## src/rtl/byte_pack_stage.sv

```systemverilog
// Packs a valid/ready byte stream little-endian into 32-bit words and queues them in a small FIFO.
// Optional even-parity checking on input bytes is enabled by defining BYTE_PACK_STAGE_PARITY_EN.
`timescale 1ns/1ps

module byte_pack_stage #(
   parameter int DEPTH = 2,
   parameter int LANES = 4
) (
   input  logic        clk_i,
   input  logic        rst_ni,
   input  logic        in_valid_i,
   output logic        in_ready_o,
   input  logic [7:0]  in_data_i,
   input  logic        in_last_i,
   input  logic        in_parity_i,
   output logic        out_valid_o,
   input  logic        out_ready_i,
   output logic [31:0] out_data_o,
   output logic [3:0]  out_bmask_o,
   output logic        out_last_o,
   output logic [3:0]  out_count_o,
   output logic        perr_o
);

   // state | meaning
   // FILL0 | next accepted byte goes to lane 0 (bits 7:0)
   // FILL1 | next accepted byte goes to lane 1 (bits 15:8)
   // FILL2 | next accepted byte goes to lane 2 (bits 23:16)
   // FILL3 | next accepted byte goes to lane 3 and closes the word
   typedef enum logic [1:0] {FILL0, FILL1, FILL2, FILL3} state_t;

   localparam int PW = $clog2(DEPTH);

   if (LANES != 4 || !(DEPTH == 2 || DEPTH == 4 || DEPTH == 8)) begin : g_bad_param
      $error("byte_pack_stage: LANES must be 4 and DEPTH must be 2, 4 or 8");
   end

   state_t            state_q, state_d, state_nxt;
   logic [31:0]       acc_q, acc_d, acc_new;
   logic [3:0]        mask_q, mask_d, mask_new;
   logic [31:0]       mem_data_q [DEPTH];
   logic [31:0]       mem_data_d [DEPTH];
   logic [3:0]        mem_mask_q [DEPTH];
   logic [3:0]        mem_mask_d [DEPTH];
   logic              mem_last_q [DEPTH];
   logic              mem_last_d [DEPTH];
   logic [PW-1:0]     wr_ptr_q, wr_ptr_d, rd_ptr_q, rd_ptr_d;
   logic [3:0]        count_q, count_d;
   logic              accept, close, pop;

   assign in_ready_o  = (count_q != 4'(DEPTH));
   assign out_valid_o = (count_q != 4'd0);
   assign out_count_o = count_q;
   assign out_data_o  = out_valid_o ? mem_data_q[rd_ptr_q] : 32'd0;
   assign out_bmask_o = out_valid_o ? mem_mask_q[rd_ptr_q] : 4'd0;
   assign out_last_o  = out_valid_o ? mem_last_q[rd_ptr_q] : 1'b0;

   assign accept = in_valid_i && in_ready_o;
   assign pop    = out_valid_o && out_ready_i;
   assign close  = accept && (state_q == FILL3 || in_last_i);

   always_comb begin
      acc_new   = acc_q;
      mask_new  = mask_q;
      state_nxt = FILL0;
      case (state_q)
         FILL0: begin acc_new[7:0]   = in_data_i; mask_new[0] = 1'b1; state_nxt = FILL1; end
         FILL1: begin acc_new[15:8]  = in_data_i; mask_new[1] = 1'b1; state_nxt = FILL2; end
         FILL2: begin acc_new[23:16] = in_data_i; mask_new[2] = 1'b1; state_nxt = FILL3; end
         FILL3: begin acc_new[31:24] = in_data_i; mask_new[3] = 1'b1; state_nxt = FILL0; end
      endcase
   end

   always_comb begin
      state_d    = state_q;
      acc_d      = acc_q;
      mask_d     = mask_q;
      mem_data_d = mem_data_q;
      mem_mask_d = mem_mask_q;
      mem_last_d = mem_last_q;
      wr_ptr_d   = wr_ptr_q;
      rd_ptr_d   = rd_ptr_q;
      count_d    = count_q + 4'(close) - 4'(pop);
      if (accept) begin
         if (close) begin
            state_d = FILL0;
            acc_d   = 32'd0;
            mask_d  = 4'd0;
         end else begin
            state_d = state_nxt;
            acc_d   = acc_new;
            mask_d  = mask_new;
         end
      end
      // close implies accept, which implies the FIFO has room
      if (close) begin
         mem_data_d[wr_ptr_q] = acc_new;
         mem_mask_d[wr_ptr_q] = mask_new;
         mem_last_d[wr_ptr_q] = in_last_i;
         wr_ptr_d             = wr_ptr_q + PW'(1);
      end
      if (pop) begin
         rd_ptr_d = rd_ptr_q + PW'(1);
      end
   end

   always_ff @(posedge clk_i or negedge rst_ni) begin
      if (!rst_ni) begin
         state_q    <= FILL0;
         acc_q      <= 32'd0;
         mask_q     <= 4'd0;
         mem_data_q <= '{default: 32'd0};
         mem_mask_q <= '{default: 4'd0};
         mem_last_q <= '{default: 1'b0};
         wr_ptr_q   <= '0;
         rd_ptr_q   <= '0;
         count_q    <= 4'd0;
      end else begin
         state_q    <= state_d;
         acc_q      <= acc_d;
         mask_q     <= mask_d;
         mem_data_q <= mem_data_d;
         mem_mask_q <= mem_mask_d;
         mem_last_q <= mem_last_d;
         wr_ptr_q   <= wr_ptr_d;
         rd_ptr_q   <= rd_ptr_d;
         count_q    <= count_d;
      end
   end

`ifdef BYTE_PACK_STAGE_PARITY_EN
   logic perr_q, perr_d;

   // Sticky: a bad byte is still packed, only the flag records it
   always_comb begin
      perr_d = perr_q;
      if (accept && ((^in_data_i) != in_parity_i)) begin
         perr_d = 1'b1;
      end
   end

   always_ff @(posedge clk_i or negedge rst_ni) begin
      if (!rst_ni) begin
         perr_q <= 1'b0;
      end else begin
         perr_q <= perr_d;
      end
   end

   assign perr_o = perr_q;
`else
   logic unused_parity;
   assign unused_parity = in_parity_i;
   assign perr_o        = 1'b0;
`endif

endmodule
```

## config.mk

```make
export PLATFORM = sky130hd
export DESIGN_NAME = byte_pack_stage
export DESIGN_NICKNAME = d
export VERILOG_FILES = /design/src/rtl/byte_pack_stage.sv
export SDC_FILE = /design/constraint.sdc
export NUM_CORES = 1
export LEC_CHECK = 0
export CELL_PAD_IN_SITES_DETAIL_PLACEMENT = 0
export CELL_PAD_IN_SITES_GLOBAL_PLACEMENT = 1
export CORE_MARGIN = 4
export CORE_UTILIZATION = 40
export DETAILED_ROUTE_END_ITERATION = 8
export PLACE_DENSITY = 0.73
export SLEW_MARGIN = 15
export SYNTH_ARGS = -nofsm -noshare
export SYNTH_HDL_FRONTEND = slang
export SYNTH_SLANG_ARGS = --single-unit
```

## constraint.sdc

```tcl
create_clock -name clk_i -period 5.1 [get_ports clk_i]
set_clock_uncertainty 0.15 [all_clocks]
set_input_delay 1.53 -clock clk_i [delete_from_list [all_inputs] [get_ports clk_i]]
set_output_delay 1.53 -clock clk_i [all_outputs]
set_load 0.03 [all_outputs]
```

==> Word-level counts from Yosys, hierarchy flattened <==
Cells that the tools add are included.
{ "totals": {"in_bits": 14, "register_bits": 118, "wordCells": 65} }
{ "op_classes": {"bitwise": 2, "n_eq_ne": 4, "reduce_logical": 7, "muxes": 33, "n_lt_le_gt_ge": 3, "add_sub_neg": 4} }
{ "op_table": {"columns": ["cell", "count"], "rows": [
  ["2-to-1 mux 32 bit", 6],
  ["bitwise mux 64 bit", 1],
  ["demux 32 bit (select 1 bit)", 1],
  ["2-to-1 mux 8 bit", 4],
  ["2-to-1 mux 4 bit", 6],
  ["2-to-1 mux 1 bit", 9],
  ["bitwise mux 8 bit", 1],
  ["one-hot mux 2 bit (4 select lines)", 1],
  ["adder 4 x 1 -> 4 bit", 1],
  ["demux 4 bit (select 1 bit)", 1],
  ["== test 2 bit (second input constant)", 2],
  ["greater-or-equal comparator 2 bit (second input constant)", 2],
  ["logical AND 1 bit", 4],
  ["inequality test 4 x 2 -> 1 bit (second input constant)", 1],
  ["NOT 1 -> 2 bit", 2],
  ["nonzero test 4 bit", 1],
  ["subtractor 4 x 1 -> 4 bit", 1],
  ["adder 1 bit (second input constant)", 2],
  ["bitwise mux 2 bit", 1],
  ["== test 2 x 1 -> 1 bit (second input constant)", 1],
  ["zero test 2 bit", 1],
  ["< comparator 2 x 1 -> 1 bit (second input constant)", 1],
  ["2-to-1 mux 2 bit", 1],
  ["demux 1 bit (select 1 bit)", 1],
  ["logical OR 1 bit", 1]
]} }

==> Longest topological paths before layout <==
{ "logic_depth": {"depth_word": 6, "mapped_depth": 12} }

==> Worst setup path before layout <==
No wires, ideal clock.
{ "synth_timing": {"path_type": "flip-flop to output port", "from": "register count_q[2] (netlist: out_count_o[2])", "to": "output out_bmask_o[0]", "stages_incl_launch_ff": 7, "arrival_ps": 1750, "required_ps": 3420, "setup_slack_ps": 1670, "path_cell_list": "dfrtp_1 inv_1 ha_1 nor3b_1 clkbuf_1 buf_2 nor2_1"} }
{ "synth_between": {"elab_chain_len": 2} }
{ "synth_rtl": {"columns": ["item", "line_no", "rtl"], "rows": [
  ["start: declaration", "48", "logic [3:0] count_q, count_d;"],
  ["start signal: assignment", "127", "count_q <= count_d;"],
  ["nonzero test 4 bit", "52", "assign out_valid_o = (count_q != 4'd0);"],
  ["2-to-1 mux 4 bit", "55", "assign out_bmask_o = out_valid_o ? mem_mask_q[rd_ptr_q] : 4'd0;"],
  ["end: declaration", "19", "output logic [3:0] out_bmask_o,"]
]} }
No other way between the ends.

==> Final worst setup path <==
{ "layout_timing": {"from": "register rd_ptr_q", "to": "output out_data_o[31]"} }
{ "layout_between": {"elab_chain_len": 5} }
{ "layout_rtl": {"columns": ["item", "line_no", "rtl"], "rows": [
  ["start: declaration", "47", "logic [PW-1:0] wr_ptr_q, wr_ptr_d, rd_ptr_q, rd_ptr_d;"],
  ["start signal: assignment", "126", "rd_ptr_q <= rd_ptr_d;"],
  ["NOT 1 -> 2 bit (not written as such)", "54", "assign out_data_o = out_valid_o ? mem_data_q[rd_ptr_q] : 32'd0;"],
  ["2-to-1 mux 32 bit (not written as such) (3 in series)", "54", null],
  ["2-to-1 mux 32 bit", "54", null],
  ["end: declaration", "18", "output logic [31:0] out_data_o,"]
]} }
No other way between the ends. The select of a mux whose other input is x is not followed.

==> summary.md <==
| Metric | Value |
|---|---|
| Status | `finished clean` |
| WL met3 | `between 400 and 500 um` |
| CTS buffer count | `17` |
| # Post-CTS Setup Buffers | `0` |
| DR WL met2 | `roughly 5.7 mm` |
| Clk slew on worst S/H paths | `approximately 50 ps` |
| Top sig layer | `met4` |
| Via count | `~3.4k` |
| HP Class | `register to register` |
| Die area | `~0.016 sq mm` |
| Max Slew Vio Count | `0` |
| Worst-margin pin slew | `approximately 990 ps` |
| DRC Markers | `0` |
| Synth Register Bits | `~120` |
| RSZ-0062 raised after global routing | `no` |
| Critical path arrival | `2400 ps` |
| Diode count | `0` |
| Seq/Total Area, Yosys | `about 52%` |
| First-pass GRT wire length | `~20 mm` |
| Maximum number of pins on one net before global-route repair | `just under 80` |
| Mapped Cells | `about 420` |
| Placed Cells | `roughly 630` |
| Final Hold Fails | `0` |
| RR Endpoint | `out_count_o[3]$_DFF_PN0_` |
| Yosys warnings | `0` |
| WL/cell | `~18 um` |
| H-Tree Depth | `4` |
| Clock buffer depth | `2` |
| Met1 Wirelength | `~5.8 mm` |
| Post-cts hold buffer count | `0` |
| Fmax | `~240 MHz` |
| Max Cap Viol | `0` |
| Vias per std cell | `between 5 and 6` |
| Worst setup EP type | `output port` |
| Area delta synth->final | `23.0%` |
| VDD IR-drop max | `just over 0.4 mV` |
| Asr flop ratio synth | `100%` |
| # clock sinks | `118` |
| Die Ht | `127 um` |
| Final setup TNS | `0 ps` |
| # setup viols final | `0` |
| Worst path required time | `around 3400 ps` |
| Synth Net Count | `441` |
| Clk_lat worst skew | `410 ps` |
| Post-cts sizing count | `0` |
| Most common cell in the netlist | `dfrtp_1` |
| Synth cell count leaders | `118 x dfrtp_1, 76 x mux2_2, 41 x nor2_1` |
| Non-filler cells, final | `~670` |
| Overall routing resource usage | `16.2%` |
| Number of synthesized flops with an enable pin | `0` |
| Fin crit period | `between 4000 and 5000 ps` |
| Yosys top cell area share | `a little over half` |
| Critical Path End | `out_data_o[31]` |
| Cell leakage power | `0.00338 uW` |
| DRT iter0 DRCs | `between 150 and 200` |
| Worst R2R Setup Slack | `approximately 2200 ps` |
| Post-synthesis cell type count | `35` |
| Rows | `43` |
| Core ar. | `roughly 0.014 sq mm` |
| Layout net count | `between 400 and 500` |
| Post-route cell area | `approximately 0.007 sq mm` |
| Clk root buf | `clkbuf_16` |
| Routed wire length | `12.1 mm` |
| TritonCTS clock tree | `built` |
| Top post-synthesis cells by area | `dfrtp_1 52%, mux2_2 15%, mux2_4 8.0%` |
| Starting Density | `between 40 and 50%` |
| Cell area after placement | `0.00633 sq mm` |
| WS Path Type | `register to output port` |
| GPL Wtd Cong | `between 0.7 and 0.8` |
| Die Wd | `around 130 um` |
| Final Cycle Share | `80.0%` |
| Critical Path Source | `rd_ptr_q$_DFFE_PN0P_` |
| Vias in the first global route | `~3.8k` |
| Main synth FF type | `dfrtp_1` |
| Initial antenna violation count | `0` |
| Worst Reg2Reg Path Length in Cells | `11` |
| Antenna violation net count after detailed routing | `0` |
| Post-DP HPWL | `7.78 mm` |
| Worst r2r src | `out_count_o[2]$_DFF_PN0_` |
| Synth Cell Area | `around 0.0057 sq mm` |
| Fin Hold WS | `around 340 ps` |
| CP startpoint kind | `register` |
| Synth Area per Inst | `~14 sq um` |
| GR Overflow Total | `0` |
| First-pass detailed-route iteration total | `5` |
| Num ports | `slightly below 60` |
| Normalized max-slew margin | `34.2%` |
| Share of layout cells above drive strength 1 | `between 30% and 40%` |
| CP Max Fanout | `22` |
| I/O Buffers | `55` |
| Dominant cell type by area after synthesis | `dfrtp_1` |
| Power per Cell Area | `between 600 and 700 mW/mm^2` |
## how the worst min path moves through the flow
stage | depth (start not counted) | start | endpoint | slack, ps
5_1_grt | 1 | mem_data_q[52]$_DFFE_PN0P_ | mem_data_q[52]$_DFFE_PN0P_ | 360
3_5_place_dp | 1 | wr_ptr_q$_DFFE_PN0N_ | wr_ptr_q$_DFFE_PN0N_ | 330
4_1_cts | 1 | wr_ptr_q$_DFFE_PN0N_ | wr_ptr_q$_DFFE_PN0N_ | 340
3_3_place_gp | 1 | wr_ptr_q$_DFFE_PN0N_ | wr_ptr_q$_DFFE_PN0N_ | 320
2_1_floorplan | 2 | mask_q[0]$_DFFE_PN0P_ | mask_q[0]$_DFFE_PN0P_ | 300
6_report | 1 | acc_q[3]$_DFFE_PN0P_ | acc_q[3]$_DFFE_PN0P_ | 340
## metrics by stage
stage	setup WS [ps]	util, %	total power, uW
2_1_floorplan	1670	-	2650
3_3_place_gp	1250	45.6	3170
3_5_place_dp	1220	45.6	3220
4_1_cts	997	50.2	4530
5_1_grt	900	50.2	4720
6_report	1020	50.2	4470
## layout by cell type, fill, tap and decap left out, drive strengths merged, types with 6 or more instances in the layout
master	n
mux2	106
a22o	24
inv	11
buf	11
mux2i	37
clkbuf	20
clkdlybuf4s50	54
clkinv	6
dfrtp	118
ha	10
nor2b	9
nor2	41
## where the power goes
group	internal [uW]	leakage (uW)	switching (uW)	total, uW
Clock	871	0.000313	408	1280
Sequential	1230	0.00156	200	1430
Combinational	870	0.00151	888	1760
Total	2970	0.00338	1500	4470
## sequential cells by signal, indices dropped and copies added, names as in the netlist
register,count
rd_ptr_q,1
mem_mask_q,8
mem_last_q,2
state_q,2
acc_q,32
wr_ptr_q,1
out_count_o,4
mask_q,4
mem_data_q,64
## critical path, cell delays in order (launching register included)
cell and delay (ps):
dfrtp_2 740, buf_12 290, mux2i_1 290, nor2_1 60, clkdlybuf4s50_1 600
## cells by family after synthesis
logic type | count (synthesis) | share of synthesized area, %
AOI/OAI and AO/OA | 35 | 5.00
xor gates and xnor gates | 4 | 0.619
adders and majority gates | 11 | 2.56
other | 1 | 0.0662
muxes | 143 | 29.6
and+or+nand+nor | 66 | 5.84
DFF | 118 | 52.2
buffers and inverters | 38 | 4.13
## layout make-up
cell class / instances / area, sq um
Clock inverter: 11 / 180
Sequential cell: 118 / 2950
Fill cell: 1221 / 6920
Tap cell: 180 / 225
Inverter: 11 / 41.3
Clock buffer: 20 / 447
Timing Repair Buffer: 65 / 636
Multi-Input combinational cell: 260 / 2480
## metal layers
layer	vias up	GRT usage (%)
met5	-	0
met3	12	4.25
met2	70	24.9
met4	0	5.11
li1	1584	-
met1	1733	22.5
No activity file was read; power rests on OpenSTA's default activity.
